`src/rtl/packed_dual_mac_if.sv`:
```
// Beat/result bundle for packed_dual_mac.
// Purpose: carries one accumulation beat (two activations plus a shared
// weight, framed by first/last flags) towards the MAC and one windowed
// result pair back out.
// Signals:
//   in_valid, in_first, in_last, act_signed : beat qualifiers
//   in_a, in_b, in_w                        : lane A/B activations, weight
//   out_valid                               : one-cycle result pulse
//   out_ac, out_bc                          : lane A/B window sums (signed)
//   out_sat                                 : {lane A, lane B} clamp seen
// Modports: master drives beats (fetch side), slave is the MAC itself.
interface packed_dual_mac_if #(
  parameter int DATA_W = 8,
  parameter int ACC_W  = 24
);
  logic                     in_valid;
  logic                     in_first;
  logic                     in_last;
  logic                     act_signed;
  logic [DATA_W-1:0]        in_a;
  logic [DATA_W-1:0]        in_b;
  logic [DATA_W-1:0]        in_w;
  logic                     out_valid;
  logic signed [ACC_W-1:0]  out_ac;
  logic signed [ACC_W-1:0]  out_bc;
  logic [1:0]               out_sat;

  modport master (
    output in_valid, in_first, in_last, act_signed, in_a, in_b, in_w,
    input  out_valid, out_ac, out_bc, out_sat
  );

  modport slave (
    input  in_valid, in_first, in_last, act_signed, in_a, in_b, in_w,
    output out_valid, out_ac, out_bc, out_sat
  );
endinterface

```
`src/rtl/packed_dual_mac.sv`:
```
// packed_dual_mac: two activations times one shared weight per beat using a
// single packed multiplier, with per-lane saturating window accumulation.
// Ports:
//   clk  : rising-edge clock
//   rst  : asynchronous active-high reset, clears every stage
//   bus  : packed_dual_mac_if.slave (beat inputs, result outputs)
// Pipeline: S1 operand/flag capture, S2 packed product + sign-borrow
// correction, S3 accumulate/saturate, then the result register.
module packed_dual_mac #(
  parameter int DATA_W = 8,
  parameter int ACC_W  = 24
) (
  input  logic             clk,
  input  logic             rst,
  packed_dual_mac_if.slave bus
);
  localparam int X_W  = DATA_W + 1;
  localparam int P_W  = 2 * DATA_W + 1;
  localparam int S    = P_W;
  localparam int OP_W = X_W + S;
  localparam int M_W  = 2 * S;
  localparam logic [ACC_W-1:0] ACC_MAX = {1'b0, {(ACC_W-1){1'b1}}};
  localparam logic [ACC_W-1:0] ACC_MIN = {1'b1, {(ACC_W-1){1'b0}}};

  logic              s1_valid_q, s1_valid_d, s1_first_q, s1_first_d;
  logic              s1_last_q, s1_last_d, s1_signed_q, s1_signed_d;
  logic [DATA_W-1:0] s1_a_q, s1_a_d, s1_b_q, s1_b_d, s1_w_q, s1_w_d;

  logic              s2_valid_q, s2_valid_d, s2_first_q, s2_first_d;
  logic              s2_last_q, s2_last_d;
  logic [P_W-1:0]    s2_prod_a_q, s2_prod_a_d, s2_prod_b_q, s2_prod_b_d;

  logic [ACC_W-1:0]  acc_a_q, acc_a_d, acc_b_q, acc_b_d;
  logic              sat_a_q, sat_a_d, sat_b_q, sat_b_d;
  logic              open_q, open_d, res_q, res_d;

  logic              out_valid_q, out_valid_d;
  logic [ACC_W-1:0]  out_ac_q, out_ac_d, out_bc_q, out_bc_d;
  logic [1:0]        out_sat_q, out_sat_d;

  logic [X_W-1:0]    a_ext, b_ext, w_ext;
  logic [OP_W-1:0]   op_packed;
  logic [M_W-1:0]    op_m, w_m, prod_packed;
  logic [ACC_W-1:0]  ext_a, ext_b, base_a, base_b;
  logic [ACC_W:0]    sum_a, sum_b;
  logic              beat_first, ovf_a, ovf_b;

  // S1 simply captures the beat; data is captured even in bubbles because
  // only the valid bit matters downstream.
  always_comb begin
    s1_valid_d  = bus.in_valid;
    s1_first_d  = bus.in_first;
    s1_last_d   = bus.in_last;
    s1_signed_d = bus.act_signed;
    s1_a_d      = bus.in_a;
    s1_b_d      = bus.in_b;
    s1_w_d      = bus.in_w;
  end

  // S2: one multiply of (a << S) + b by w. The low S bits are exactly b*w;
  // the high half is a*w minus one whenever b*w went negative, so adding
  // back the lane B sign bit restores lane A.
  always_comb begin
    a_ext       = {s1_signed_q & s1_a_q[DATA_W-1], s1_a_q};
    b_ext       = {s1_signed_q & s1_b_q[DATA_W-1], s1_b_q};
    w_ext       = {s1_w_q[DATA_W-1], s1_w_q};
    op_packed   = {a_ext, {S{1'b0}}} + {{S{b_ext[X_W-1]}}, b_ext};
    op_m        = {{(M_W-OP_W){op_packed[OP_W-1]}}, op_packed};
    w_m         = {{(M_W-X_W){w_ext[X_W-1]}}, w_ext};
    prod_packed = op_m * w_m;
    s2_valid_d  = s1_valid_q;
    s2_first_d  = s1_first_q;
    s2_last_d   = s1_last_q;
    s2_prod_b_d = prod_packed[S-1:0];
    s2_prod_a_d = prod_packed[M_W-1:S] + {{(S-1){1'b0}}, prod_packed[S-1]};
  end

  // S3: a beat opens a fresh window when flagged first or when no window is
  // open. The sum is formed one bit wider so overflow shows as a mismatch
  // between the top two bits, and the result clamps towards that sign.
  always_comb begin
    beat_first = s2_first_q | ~open_q;
    ext_a      = {{(ACC_W-P_W){s2_prod_a_q[P_W-1]}}, s2_prod_a_q};
    ext_b      = {{(ACC_W-P_W){s2_prod_b_q[P_W-1]}}, s2_prod_b_q};
    base_a     = beat_first ? '0 : acc_a_q;
    base_b     = beat_first ? '0 : acc_b_q;
    sum_a      = {base_a[ACC_W-1], base_a} + {ext_a[ACC_W-1], ext_a};
    sum_b      = {base_b[ACC_W-1], base_b} + {ext_b[ACC_W-1], ext_b};
    ovf_a      = sum_a[ACC_W] ^ sum_a[ACC_W-1];
    ovf_b      = sum_b[ACC_W] ^ sum_b[ACC_W-1];
    acc_a_d    = acc_a_q;
    acc_b_d    = acc_b_q;
    sat_a_d    = sat_a_q;
    sat_b_d    = sat_b_q;
    open_d     = open_q;
    res_d      = s2_valid_q & s2_last_q;
    if (s2_valid_q) begin
      acc_a_d = ovf_a ? (sum_a[ACC_W] ? ACC_MIN : ACC_MAX) : sum_a[ACC_W-1:0];
      acc_b_d = ovf_b ? (sum_b[ACC_W] ? ACC_MIN : ACC_MAX) : sum_b[ACC_W-1:0];
      sat_a_d = (sat_a_q & ~beat_first) | ovf_a;
      sat_b_d = (sat_b_q & ~beat_first) | ovf_b;
      open_d  = ~s2_last_q;
    end
  end

  // Result register samples the accumulators the cycle after a closing
  // beat, so the next window's first beat can overwrite them in parallel.
  always_comb begin
    out_valid_d = res_q;
    out_ac_d    = res_q ? acc_a_q : out_ac_q;
    out_bc_d    = res_q ? acc_b_q : out_bc_q;
    out_sat_d   = res_q ? {sat_a_q, sat_b_q} : out_sat_q;
  end

  always_ff @(posedge clk or posedge rst) begin
    if (rst) begin
      s1_valid_q  <= 1'b0;
      s1_first_q  <= 1'b0;
      s1_last_q   <= 1'b0;
      s1_signed_q <= 1'b0;
      s1_a_q      <= '0;
      s1_b_q      <= '0;
      s1_w_q      <= '0;
      s2_valid_q  <= 1'b0;
      s2_first_q  <= 1'b0;
      s2_last_q   <= 1'b0;
      s2_prod_a_q <= '0;
      s2_prod_b_q <= '0;
      acc_a_q     <= '0;
      acc_b_q     <= '0;
      sat_a_q     <= 1'b0;
      sat_b_q     <= 1'b0;
      open_q      <= 1'b0;
      res_q       <= 1'b0;
      out_valid_q <= 1'b0;
      out_ac_q    <= '0;
      out_bc_q    <= '0;
      out_sat_q   <= '0;
    end else begin
      s1_valid_q  <= s1_valid_d;
      s1_first_q  <= s1_first_d;
      s1_last_q   <= s1_last_d;
      s1_signed_q <= s1_signed_d;
      s1_a_q      <= s1_a_d;
      s1_b_q      <= s1_b_d;
      s1_w_q      <= s1_w_d;
      s2_valid_q  <= s2_valid_d;
      s2_first_q  <= s2_first_d;
      s2_last_q   <= s2_last_d;
      s2_prod_a_q <= s2_prod_a_d;
      s2_prod_b_q <= s2_prod_b_d;
      acc_a_q     <= acc_a_d;
      acc_b_q     <= acc_b_d;
      sat_a_q     <= sat_a_d;
      sat_b_q     <= sat_b_d;
      open_q      <= open_d;
      res_q       <= res_d;
      out_valid_q <= out_valid_d;
      out_ac_q    <= out_ac_d;
      out_bc_q    <= out_bc_d;
      out_sat_q   <= out_sat_d;
    end
  end

  assign bus.out_valid = out_valid_q;
  assign bus.out_ac    = out_ac_q;
  assign bus.out_bc    = out_bc_q;
  assign bus.out_sat   = out_sat_q;
endmodule

```
`src/flat_wrapper.sv`:
```
// flat-port wrapper written by rule: the top's interface ports become plain ports
module packed_dual_mac_flat 
#(
  parameter int DATA_W = 8,
  parameter int ACC_W  = 24
)
  (clk, rst, bus_in_valid, bus_in_first, bus_in_last, bus_act_signed, bus_in_a, bus_in_b, bus_in_w, bus_out_valid, bus_out_ac, bus_out_bc, bus_out_sat);
  packed_dual_mac_if #(.DATA_W(DATA_W), .ACC_W(ACC_W)) bus_i ();
  input  logic clk;
  input  logic rst;
  input wire logic [$bits(bus_i.in_valid)-1:0] bus_in_valid;
  input wire logic [$bits(bus_i.in_first)-1:0] bus_in_first;
  input wire logic [$bits(bus_i.in_last)-1:0] bus_in_last;
  input wire logic [$bits(bus_i.act_signed)-1:0] bus_act_signed;
  input wire logic [$bits(bus_i.in_a)-1:0] bus_in_a;
  input wire logic [$bits(bus_i.in_b)-1:0] bus_in_b;
  input wire logic [$bits(bus_i.in_w)-1:0] bus_in_w;
  output wire logic [$bits(bus_i.out_valid)-1:0] bus_out_valid;
  output wire logic [$bits(bus_i.out_ac)-1:0] bus_out_ac;
  output wire logic [$bits(bus_i.out_bc)-1:0] bus_out_bc;
  output wire logic [$bits(bus_i.out_sat)-1:0] bus_out_sat;
  assign bus_i.in_valid = bus_in_valid;
  assign bus_i.in_first = bus_in_first;
  assign bus_i.in_last = bus_in_last;
  assign bus_i.act_signed = bus_act_signed;
  assign bus_i.in_a = bus_in_a;
  assign bus_i.in_b = bus_in_b;
  assign bus_i.in_w = bus_in_w;
  assign bus_out_valid = bus_i.out_valid;
  assign bus_out_ac = bus_i.out_ac;
  assign bus_out_bc = bus_i.out_bc;
  assign bus_out_sat = bus_i.out_sat;
  packed_dual_mac #(.DATA_W(DATA_W), .ACC_W(ACC_W)) u_core (.clk(clk), .rst(rst), .bus(bus_i));
endmodule
```
`config.mk`:
```
export PLATFORM = sky130hd
export DESIGN_NAME = packed_dual_mac_flat
export DESIGN_NICKNAME = d
export VERILOG_FILES = /design/src/rtl/packed_dual_mac_if.sv /design/src/rtl/packed_dual_mac.sv /design/src/flat_wrapper.sv
export SDC_FILE = /design/constraint.sdc
export NUM_CORES = 1
export LEC_CHECK = 0
export ABC_AREA = 1
export BUFFER_PORTS_ARGS = -buffer_cell sky130_fd_sc_hd__buf_2
export CORE_UTILIZATION = 40
export CTS_BUF_LIST = sky130_fd_sc_hd__clkbuf_4
export CTS_CLUSTER_SIZE = 16
export DETAILED_ROUTE_END_ITERATION = 7
export SLEW_MARGIN = 20
export SYNTH_ARGS = -nofsm -noshare
export SYNTH_HDL_FRONTEND = slang
export SYNTH_SLANG_ARGS = --single-unit
```
`constraint.sdc`:
```
create_clock -name clk -period 12.6 [get_ports clk]
set_input_delay 0.63 -clock clk [delete_from_list [all_inputs] [get_ports clk]]
set_output_delay 0.63 -clock clk [all_outputs]
set_load 0.01 [all_outputs]
```
==> qor.yml <==
outcome:
  status: "completed"
final_layout:
  seq_area_sq_um: 4210
  fin_cells: 2883
  drive_gt1_share_pct: 10.6
  num-nets-final: 2625
  syn_to_final_growth_pct: 8.95
  multi_input_area_sq_um: 10600
  nFillCells: 4231
clocking:
  h-tree-depth: 4
  cts_num_sinks: 168
  insertion_delay_ns: 0.76
  cts-buffers-inserted: 17
  cts_buffer_depth: 2
  postCtsSetupBuffers: 0
  clock-root-buffer: "clkbuf_4"
  tritoncts: "built"
  cts.reportedPaths.clkPinSlew_ns: 0.17
placed_design:
  place_congestion: 0.873
  dp_cells: 2817
  hpwl_um: 32200
  io_buffers: 80
route:
  drtPass1Iterations: 7
  vias: 13500
  ant_nets: 0
  first_iter_violations: 706
  wl_per_cell_um: 13.8
  drt-vias-per-instance: 4.68
  wirelength_um: 39800
  drc: 0
power:
  ir_drop_mv: 0.146
  p_leak_nw: 10.2
  p_per_area_nw_per_um2: 279
floorplanning:
  start_util_pct: 40.9
  die-area_sq_um: 43000
  core_region_area_sq_um: 41200
  std_cell_rows: 74
  io-pin-count: 81
  chipHeight_um: 207
  dieWidth_um: 207
timing:
  rsz0062_at_grt: "false"
  final-setup-viol-count: 0
  post-route-period-util_pct: 52.0
  fin_setup_tns_ns: 0
  hold_viol: 0
  fin_skew_ns: 0.0472
  fmax_mhz: 153
  tightest_slew_ns: 0.941
  fin_crit_ns: 6.55
  relSlewSlack_pct: 37.1
  maxSlewViolCount: 0
synthesis:
  synth_ff_type: "dfrtp_1"
  ys_async_sr_fraction_pct: 100
  synth.avg_cell_area_sq_um: 7.50
  syn_area_sq_um: 16900
  synth-seq-cells: 168
  ys_warn_count: 0
  synthCells: 2249
  ys_seq_area_share_pct: 24.9
  synthesis.nets: 2541
  synth_cell_types: 50
  synth_edf_count: 0
setup_path:
  cp-start-kind: "flop"
  critPathArrivalTime_ns: 7.18
  end_kind: "flop"
  crit_slowest_cell: "dfrtp_1"
  max_stage_delay_ns: 0.59
  critPathMostFrequentCell: "nand2_1"
  crit_required_ns: 13.23
  crit_fanout: 14
  worstSetupPathType: "flop to flop"
global_routing:
  grt_pass1_wl_um: 67800
  grt_overflow_total: 0
  antenna_found_initial: 2
  grt_start_max_net_pins: 100
  grt_use_total_pct: 19.6
  grt_pass1_vias: 13900
worst_hold_path:
  hold_class: "flop to flop"
flow_run:
  drv_cap: 0
==> path summary, 6_finish.rpt <==
path                              startpoint                      to  slack, ns  cells after the start
setup / recovery            u_core.s1_b_q[7]  u_core.s2_prod_a_q[15]       6.05                     31
hold / removal             u_core.s1_valid_q       u_core.s2_valid_q       0.38                      0
setup reg to reg            u_core.s1_b_q[7]  u_core.s2_prod_a_q[15]       6.05                     31
hold reg to reg            u_core.s1_valid_q       u_core.s2_valid_q       0.38                      0
max in group asynchronous                rst      u_core.out_valid_d      10.85                      4
min in group asynchronous                rst   u_core.bus.out_bc[21]       0.55                      3
==> per-stage QoR <==
stage	hold WS, ns	setup slack, ns	cell area (sq um)	power [mW]	util [%]
floorplan	0.331	6.87	16900	3.90	-
global placement	0.343	6.14	17700	4.74	43.0
detailed placement	0.345	6.01	17700	4.81	43.0
CTS	0.384	6.00	18400	5.21	44.6
global route	0.399	5.42	18400	5.79	44.6
finish	0.379	6.05	18400	5.13	44.6
==> state kept, by name, indices dropped and copies added (netlist names) <==
signal and count:
u_core.acc_a_q 24, u_core.acc_b_q 24, u_core.bus.out_ac 24, u_core.bus.out_bc 24, u_core.s2_prod_a_q 17, u_core.s2_prod_b_q 17
u_core.s1_a_q 8, u_core.s1_b_q 8, u_core.s1_w_q 8, u_core.bus.out_sat 2, u_core.bus.out_valid 1, u_core.open_q 1
u_core.out_valid_d 1, u_core.s1_first_q 1, u_core.s1_last_q 1, u_core.s1_signed_q 1, u_core.s1_valid_q 1, u_core.s2_first_q 1
u_core.s2_last_q 1, u_core.s2_valid_q 1, u_core.sat_a_q 1, u_core.sat_b_q 1
==> synthesized netlist by cell type (30+ instances only) <==
library cell	instances	area (sq um)
nand2_2	44	275
o21ai_0	30	150
dfrtp_1	168	4200
nand3_1	66	330
xnor2_1	32	280
fa_1	142	2840
ha_1	120	1500
nand2_1	493	1850
clkbuf_1	35	131
nor2_1	275	1030
inv_1	469	1760
a21oi_1	136	681
xor2_1	42	368
==> report_power, final <==
group	internal, mW	switching [mW]	leakage, nW	total, mW
Combinational	1.36	2.53	8.09	3.89
Clock	0.129	0.239	0.175	0.368
Sequential	0.764	0.116	1.92	0.880
Total	2.25	2.88	10.2	5.13
==> repair_timing <==
| action | in CTS | in global routing |
|---|---|---|
| gates resized for setup | 0 | 0 |
| hold buffers | 29 | 0 |
| endpoints found under the hold margin | 104 | 0 |
==> final cells by class <==
| cell class | count | share of cell area, % |
|---|---|---|
| Sequential cell | 168 | 22.9 |
| Tap cell | 532 | 3.62 |
| Clock buffer | 17 | 0.695 |
| Clock inverter | 15 | 1.11 |
| Timing Repair Buffer | 115 | 4.02 |
| Multi-Input combinational cell | 1547 | 57.7 |
| Inverter | 484 | 9.93 |
| Antenna cell | 5 | 0.0681 |
==> cell usage in the layout, fill, tap and decap left out, types with 30 or more instances in the layout <==
master,count
nand2_1,493
inv_1,468
nor2_1,275
dfrtp_1,167
fa_1,142
a21oi_1,136
ha_1,120
buf_2,80
nand3_1,66
nand2_2,44
xor2_1,42
xnor2_1,32
o21ai_0,30
==> layer usage <==
metal	track usage, %	share of wire, %
met1	25.5	49
met3	3.65	2.8
met4	6.05	1.3
met5	0	0
met2	32.7	47
==> logic make-up after synthesis <==
family	Yosys count	synth area share, %
mux	2	0.134
fa+ha+maj	262	25.8
compound gates	237	8.26
simple gates	970	24.6
flops	168	24.9
xor+xnor	76	4.04
buf+inv	534	12.2
==> worst max-delay path: cells and delay by family (launching register included) <==
kind | cells | cell delay (ns)
flops | 1 | 0.59
compound gates | 1 | 0.23
buf+inv | 5 | 0.47
fa+ha+maj | 6 | 2.75
simple gates | 19 | 2.43
Note: power is estimated with default switching activity, not from simulation.
